===== config.mk =====
export PLATFORM = sky130hd
export DESIGN_NAME = cachewbbuf_flat
export DESIGN_NICKNAME = d
export VERILOG_FILES = /design/src/rtl/cachewbbuf_if.sv /design/src/rtl/cachewbbuf.sv /design/src/flat_wrapper.sv
export SDC_FILE = /design/constraint.sdc
export NUM_CORES = 1
export LEC_CHECK = 0
export CAP_MARGIN = 0
export CORE_AREA = 3 3 268 270
export DETAILED_ROUTE_END_ITERATION = 8
export DIE_AREA = 0 0 271 273
export GPL_TIMING_DRIVEN = 0
export HOLD_SLACK_MARGIN = 0.06
export PLACE_DENSITY = 0.69
export SLEW_MARGIN = 30
export SYNTH_ARGS = -nofsm -noshare
export SYNTH_HDL_FRONTEND = slang
export SYNTH_SLANG_ARGS = --single-unit

===== constraint.sdc =====
create_clock -name clk -period 3.35 [get_ports clk]
set_input_delay 0.67 -clock clk [delete_from_list [all_inputs] [get_ports clk]]
set_output_delay 0.67 -clock clk [all_outputs]
set_load 0.02 [all_outputs]

===== src/rtl/cachewbbuf_if.sv =====
// Victim-capture, bus-beat and snoop signals of the dirty-line writeback buffer.
// master = cache controller / bus side, slave = the buffer itself.
interface cachewbbuf_if #(
  parameter int PALEN   = 32,
  parameter int LINELEN = 512,
  parameter int BEATLEN = 64
);
  logic               EvictReq;
  logic               EvictDirty;
  logic [PALEN-1:0]   EvictAdr;
  logic [LINELEN-1:0] EvictLine;
  logic               BufFree;
  logic               WBPending;
  logic               WBValid;
  logic               WBReady;
  logic [PALEN-1:0]   WBAdr;
  logic [BEATLEN-1:0] WBData;
  logic               WBLast;
  logic [PALEN-1:0]   SnoopAdr;
  logic               SnoopHit;

  modport master (
    output EvictReq, EvictDirty, EvictAdr, EvictLine, WBReady, SnoopAdr,
    input  BufFree, WBPending, WBValid, WBAdr, WBData, WBLast, SnoopHit
  );

  modport slave (
    input  EvictReq, EvictDirty, EvictAdr, EvictLine, WBReady, SnoopAdr,
    output BufFree, WBPending, WBValid, WBAdr, WBData, WBLast, SnoopHit
  );
endinterface


===== src/rtl/cachewbbuf.sv =====
// Single-entry dirty-victim writeback buffer: captures a line in one cycle, drains it as bus beats.
// Optional snoop comparator enabled by defining CACHEWBBUF_SNOOP_EN.
module cachewbbuf #(
  parameter int PALEN   = 32,
  parameter int LINELEN = 512,
  parameter int BEATLEN = 64
) (
  input logic        clk,
  input logic        reset,
  cachewbbuf_if.slave bus
);
  localparam int NUMBEATS   = LINELEN / BEATLEN;
  localparam int BEATCNTLEN = $clog2(NUMBEATS);
  localparam int OFFSETLEN  = $clog2(LINELEN / 8);
  localparam int BEATSHIFT  = $clog2(BEATLEN / 8);
  localparam logic [BEATCNTLEN-1:0] LASTBEAT = BEATCNTLEN'(NUMBEATS - 1);

  typedef enum logic {
    IDLE  = 1'b0,
    DRAIN = 1'b1
  } state_t;

  state_t                 state_reg, state_next;
  logic [BEATCNTLEN-1:0]  beat_reg, beat_next;
  logic [PALEN-1:0]       base_reg, base_next;
  logic [LINELEN-1:0]     line_reg, line_next;
  logic                   accept;
  logic                   is_last;
  logic [BEATLEN-1:0]     beat_slice [NUMBEATS];

  always_ff @(posedge clk or negedge reset) begin
    if (!reset) begin
      state_reg <= IDLE;
      beat_reg  <= '0;
      base_reg  <= '0;
      line_reg  <= '0;
    end else begin
      state_reg <= state_next;
      beat_reg  <= beat_next;
      base_reg  <= base_next;
      line_reg  <= line_next;
    end
  end

  assign accept  = bus.EvictReq & (state_reg == IDLE);
  assign is_last = (beat_reg == LASTBEAT);

  // Clean victims are acknowledged but never captured; a request while busy is ignored.
  always_comb begin
    state_next = state_reg;
    beat_next  = beat_reg;
    base_next  = base_reg;
    line_next  = line_reg;
    unique case (state_reg)
      IDLE: begin
        if (accept && bus.EvictDirty) begin
          base_next  = {bus.EvictAdr[PALEN-1:OFFSETLEN], {OFFSETLEN{1'b0}}};
          line_next  = bus.EvictLine;
          beat_next  = '0;
          state_next = DRAIN;
        end
      end
      DRAIN: begin
        if (bus.WBReady) begin
          if (is_last) begin
            state_next = IDLE;
          end else begin
            beat_next = beat_reg + BEATCNTLEN'(1);
          end
        end
      end
      default: begin
        state_next = IDLE;
      end
    endcase
  end

  generate
    for (genvar gi = 0; gi < NUMBEATS; gi++) begin : g_slice
      assign beat_slice[gi] = line_reg[gi*BEATLEN +: BEATLEN];
    end
  endgenerate

  // Beat outputs come straight from registers, so they hold during backpressure.
  assign bus.BufFree   = (state_reg == IDLE);
  assign bus.WBPending = (state_reg == DRAIN);
  assign bus.WBValid   = (state_reg == DRAIN);
  assign bus.WBLast    = (state_reg == DRAIN) & is_last;
  assign bus.WBData    = beat_slice[beat_reg];
  assign bus.WBAdr     = base_reg + (PALEN'(beat_reg) << BEATSHIFT);

`ifdef CACHEWBBUF_SNOOP_EN
  logic unused_offsets;
  assign unused_offsets = ^{bus.EvictAdr[OFFSETLEN-1:0], bus.SnoopAdr[OFFSETLEN-1:0]};
  assign bus.SnoopHit   = (state_reg == DRAIN) &
                          (bus.SnoopAdr[PALEN-1:OFFSETLEN] == base_reg[PALEN-1:OFFSETLEN]);
`else
  logic unused_offsets;
  assign unused_offsets = ^{bus.EvictAdr[OFFSETLEN-1:0], bus.SnoopAdr};
  assign bus.SnoopHit   = 1'b0;
`endif

endmodule


===== src/flat_wrapper.sv =====
// flat-port wrapper written by rule: the top's interface ports become plain ports
module cachewbbuf_flat 
#(
  parameter int PALEN   = 32,
  parameter int LINELEN = 512,
  parameter int BEATLEN = 64
)
  (clk, reset, bus_EvictReq, bus_EvictDirty, bus_EvictAdr, bus_EvictLine, bus_WBReady, bus_SnoopAdr, bus_BufFree, bus_WBPending, bus_WBValid, bus_WBAdr, bus_WBData, bus_WBLast, bus_SnoopHit);
  cachewbbuf_if #(.PALEN(PALEN), .LINELEN(LINELEN), .BEATLEN(BEATLEN)) bus_i ();
  input logic clk;
  input logic reset;
  input wire logic [$bits(bus_i.EvictReq)-1:0] bus_EvictReq;
  input wire logic [$bits(bus_i.EvictDirty)-1:0] bus_EvictDirty;
  input wire logic [$bits(bus_i.EvictAdr)-1:0] bus_EvictAdr;
  input wire logic [$bits(bus_i.EvictLine)-1:0] bus_EvictLine;
  input wire logic [$bits(bus_i.WBReady)-1:0] bus_WBReady;
  input wire logic [$bits(bus_i.SnoopAdr)-1:0] bus_SnoopAdr;
  output wire logic [$bits(bus_i.BufFree)-1:0] bus_BufFree;
  output wire logic [$bits(bus_i.WBPending)-1:0] bus_WBPending;
  output wire logic [$bits(bus_i.WBValid)-1:0] bus_WBValid;
  output wire logic [$bits(bus_i.WBAdr)-1:0] bus_WBAdr;
  output wire logic [$bits(bus_i.WBData)-1:0] bus_WBData;
  output wire logic [$bits(bus_i.WBLast)-1:0] bus_WBLast;
  output wire logic [$bits(bus_i.SnoopHit)-1:0] bus_SnoopHit;
  assign bus_i.EvictReq = bus_EvictReq;
  assign bus_i.EvictDirty = bus_EvictDirty;
  assign bus_i.EvictAdr = bus_EvictAdr;
  assign bus_i.EvictLine = bus_EvictLine;
  assign bus_i.WBReady = bus_WBReady;
  assign bus_i.SnoopAdr = bus_SnoopAdr;
  assign bus_BufFree = bus_i.BufFree;
  assign bus_WBPending = bus_i.WBPending;
  assign bus_WBValid = bus_i.WBValid;
  assign bus_WBAdr = bus_i.WBAdr;
  assign bus_WBData = bus_i.WBData;
  assign bus_WBLast = bus_i.WBLast;
  assign bus_SnoopHit = bus_i.SnoopHit;
  cachewbbuf #(.PALEN(PALEN), .LINELEN(LINELEN), .BEATLEN(BEATLEN)) u_core (.clk(clk), .reset(reset), .bus(bus_i));
endmodule

-- Yosys cells after proc, flatten, opt, wreduce, memory -nomap -nowiden
Index checks and enable logic that the tools add are counted.
- flip-flop bits (word level): 542
- bits in latches: 0
- memory bits (writable): 0
- ROM bits: 0
- input bits: 581
- output and inout port bits: 101
- word-level logic and storage cells: 29
- memories kept: 0
- add/sub/neg operators: 2
- $mul: 0
- div/mod/pow operators: 0
- $lt $le $gt $ge: 1
- equality and inequality tests: 4
- shifts and indexed selects: 0
- muxes and demuxes: 11
- bitwise logic cells: 4
- reductions and logical operators: 3
- operators by type and width (cell ; count):
    binary-select mux 64 bit (select 3 bit) ; 1
    two-way mux 64 bit ; 2
    adder 32 x 6 -> 32 bit ; 1
    two-way mux 3 bit ; 3
    one-hot mux 3 bit (2 select lines) ; 1
    greater-or-equal comparator 4 bit, second input constant ; 1
    inequality test 2 bit, second input constant ; 2
    inverter 3 -> 4 bit ; 1
    adder 3 x 1 -> 3 bit, second input constant ; 1
    equality test 3 bit, second input constant ; 1
    two-way mux 1 bit ; 3
    AND reduction 3 bit ; 1
    bitwise AND 1 bit ; 2
    inequality test 2 x 1 -> 1 bit, second input constant ; 1
    one-hot mux 1 bit (2 select lines) ; 1
    AND reduction 2 bit ; 1
    logical AND 1 bit ; 1
    inverter 1 bit ; 1

-- Depth between registers and ports, before layout
- depth after elaboration: 5
- mapped depth: 5
- gate-level depth less buffers: 5

-- Worst setup path after synthesis
No wires, ideal clock.
- path type: register -> output
- start point: reg u_core.beat_reg[0]
- end point: out bus_WBData[45]
- data arrival time: 1.744 ns
- required time: 2.680 ns
- setup slack: 0.936 ns
- stages on the path, launching flop included: 5
- buffers on the path: 2
- cell sequence: dfrtp_1 buf_4 buf_6 mux4_2 mux2_2
- word-level cells in the longest chain between the ends: 4
- RTL lines (what ; line ; text):
    start, declared ; cachewbbuf.sv:24 ; logic [BEATCNTLEN-1:0] beat_reg, beat_next;
    start signal, assigned ; cachewbbuf.sv:39 ; beat_reg <= beat_next;
    inverter 3 -> 4 bit (implied by the code) ; cachewbbuf.sv:89 ; assign bus.WBData = beat_slice[beat_reg];
    binary-select mux 64 bit (select 3 bit) ; cachewbbuf.sv:89 ;
    two-way mux 64 bit (implied by the code) (2 in series) ; cachewbbuf.sv:89 ;
    end, declared ; flat_wrapper.sv:22 ; output wire logic [$bits(bus_i.WBData)-1:0] bus_WBData;
Every way passes these cells. The select of a mux whose other input is x is not followed.

-- Worst setup path after layout
- start point: reg u_core.beat_reg[0]
- end point: out bus_WBData[47]
Same word-level chain as after synthesis.

==> results.json <==
{
  "hold_viol": 0,
  "hold_slack_ns": 0.501,
  "status": "complete, no violations",
  "syn_area_um2": 23900,
  "dpl_worst_slack_ns": -0.282,
  "synth_top_area_share_pct": 56.8,
  "grt_pass1_wl_um": 117000,
  "ys_seq_area_share_pct": 56.8,
  "cts_tree": "yes",
  "grt_overflow": 0,
  "layout_commonest_cell": "mux2_2",
  "cp-start-kind": "flop",
  "clockBufferDepth": 3,
  "ant_nets": 0,
  "rsz0062_at_grt": "yes",
  "grt_max_degree": 90,
  "p_total_uw": 32300,
  "worstPathArrival_ns": 2.64,
  "clkSlewWorstSetupHoldPaths_ns": 0.06,
  "largest_reg_flops": 512,
  "core_area_um2": 69800,
  "first_global_vias": 17500,
  "cts.sinks": 542,
  "die_area_um2": 74000,
  "ios": 682,
  "drv_cap": 0,
  "cts_buffers": 61,
  "min_path_type": "flop to flop",
  "report.final.slew_viol_count": 0,
  "synth_area_leaders": "dfrtp_1, mux2_2, mux4_2, buf_2, buf_6",
  "start_util_pct": 34.2,
  "clk_latency_ns": 0.61,
  "die_h_um": 273,
  "layout-drive-gt1-share_pct": 46.3,
  "synth_area_per_cell_um2": 17.2,
  "area.growth.synth_to_final_pct": 42.7,
  "final_nets": 2701,
  "setup_viol": 0,
  "via_per_inst": 4.94,
  "power_leakage_uw": 0.0140,
  "die_x_um": 271,
  "netlist_instances": 1385,
  "timing.final.ws_setup_ns": 0.0370,
  "grt_antenna_before_repair": 26,
  "firstDrtPassIters": 4,
  "p_per_area_nw_per_um2": 949,
  "via_count": 15500,
  "fmax_mhz": 302,
  "fin_crit_sh_pct": 98.9,
  "rows": 97,
  "portBuffers": 639,
  "slew_headroom_pct": 38.3,
  "ys_warn_count": 0,
  "crit_type": "flop to primary output",
  "synth_cell_type_count": 17,
  "worst_clock_skew_ns": 0.0186,
  "filler_cell_count": 5972,
  "worst_setup_path_end_kind": "primary output",
  "wl_um": 80500,
  "most-common-layout-cells": "mux2_2, clkdlybuf4s50_1, dfrtp_1",
  "drc_errors": 0,
  "track_usage_pct": 21.3,
  "netlist.top_cell.by_area": "dfrtp_1",
  "ys_ff_latch": 542,
  "place_hpwl_um": 59600,
  "finalCriticalPeriod_ns": 3.31,
  "root_buffer": "clkbuf_16",
  "drt-wirelength-per-cell_um": 25.7,
  "routabilityCongestion": 0.870,
  "cts-htree-levels": 2,
  "worst_slew_pin_slew_ns": 0.926,
  "drt_iter0_markers": 655,
  "ir_drop_uv": 537,
  "worstPathRequired_ns": 2.68,
  "crit_fanout": 10
}
-- cells in the mapped netlist --
| cell type | instances |
|---|---|
| nor2_1 | 1 |
| inv_1 | 1 |
| buf_6 | 11 |
| dfrtp_1 | 542 |
| and2_1 | 1 |
| a21o_1 | 1 |
| clkbuf_1 | 11 |
| buf_2 | 63 |
| ha_1 | 2 |
| mux2_2 | 603 |
| a22o_1 | 2 |
| nand2_1 | 1 |
| buf_1 | 8 |
| buf_4 | 7 |
| conb_1 | 1 |
| mux4_2 | 128 |
| and3b_1 | 2 |
-- repair_timing --
item                       4_1_cts  5_1_grt
hold endpoints to repair        46        0
gates cloned                     1        3
setup endpoints to repair       64       42
buffers inserted                 7       10
gates resized for setup        197       51
hold buffers                     1        0
-- critical path, stage by stage (launching register included) --
cell             delay (ns)
dfrtp_2                0.44
buf_12                 0.13
buf_16                 0.16
buf_12                 0.18
mux4_2                 0.52
mux2_2                 0.31
clkdlybuf4s15_2        0.27
-- per-stage QoR --
step / utilization, % / TNS [ns] / std cells / area, um^2
after floorplan: - / 0 / 1388 / 23900
after global routing: 48.8 / -0.292 / 3119 / 34000
after CTS: 48.6 / -1.12 / 3096 / 33900
final: 48.8 / 0 / 3134 / 34100
after detailed placement: 45.3 / -10.13 / 2973 / 31600
after global placement: 45.1 / - / 2967 / 31500
-- area by class of cell --
type                    instances  area [um^2]  area share [%]
diodes                         25         62.6           0.184
plain buffers                 100          785            2.30
clock buffers                  96         1860            5.46
clock inverters                18          159           0.466
inverters                       1         3.75          0.0110
multi-input cells             745         9770            28.7
flip-flops and latches        542        13600            39.8
well taps                     940         1180            3.45
repair buffers                667         6700            19.7
-- cells by family (layout without fill, tap and decap cells) --
kind of cell,count (synthesis),in the layout,share of synthesized area (%)
muxes,731,731,40.5
DFF,542,542,56.8
buffers and inverters,101,882,2.37
and+or+nand+nor,5,5,0.131
AOI/OAI and AO/OA,3,3,0.105
adders and majority gates,2,2,0.105
other,1,29,0.0157
-- per-layer routing --
layer  vias up  wire length, um  GRT usage (%)
met5         -              102              0
met4        16             1820           6.25
met3       121             5890           6.23
met2       537            41100           37.2
met1      8129            31600           25.5
li1       6684                -              -
-- report_power, final --
part / switching, uW / internal [uW] / leakage [uW]
sequential: 1830 / 9860 / 0.00649
clock: 2750 / 3950 / 0.000993
combinational: 5820 / 8140 / 0.00654
-- worst paths after layout --
path                                            from                   end  slack, ns  cells after the start
worst max-delay path              u_core.beat_reg[0]        bus_WBData[47]       0.04                      6
worst min-delay path             u_core.line_reg[56]   u_core.line_reg[56]       0.50                      1
worst max register to register  u_core.bus.WBPending   u_core.line_reg[70]       0.88                      5
worst min register to register   u_core.line_reg[56]   u_core.line_reg[56]       0.50                      1
max in group asynchronous                      reset  u_core.line_reg[171]       1.14                      5
min in group asynchronous                      reset   u_core.line_reg[10]       0.58                      2
Note: power is estimated with default switching activity, not from simulation.
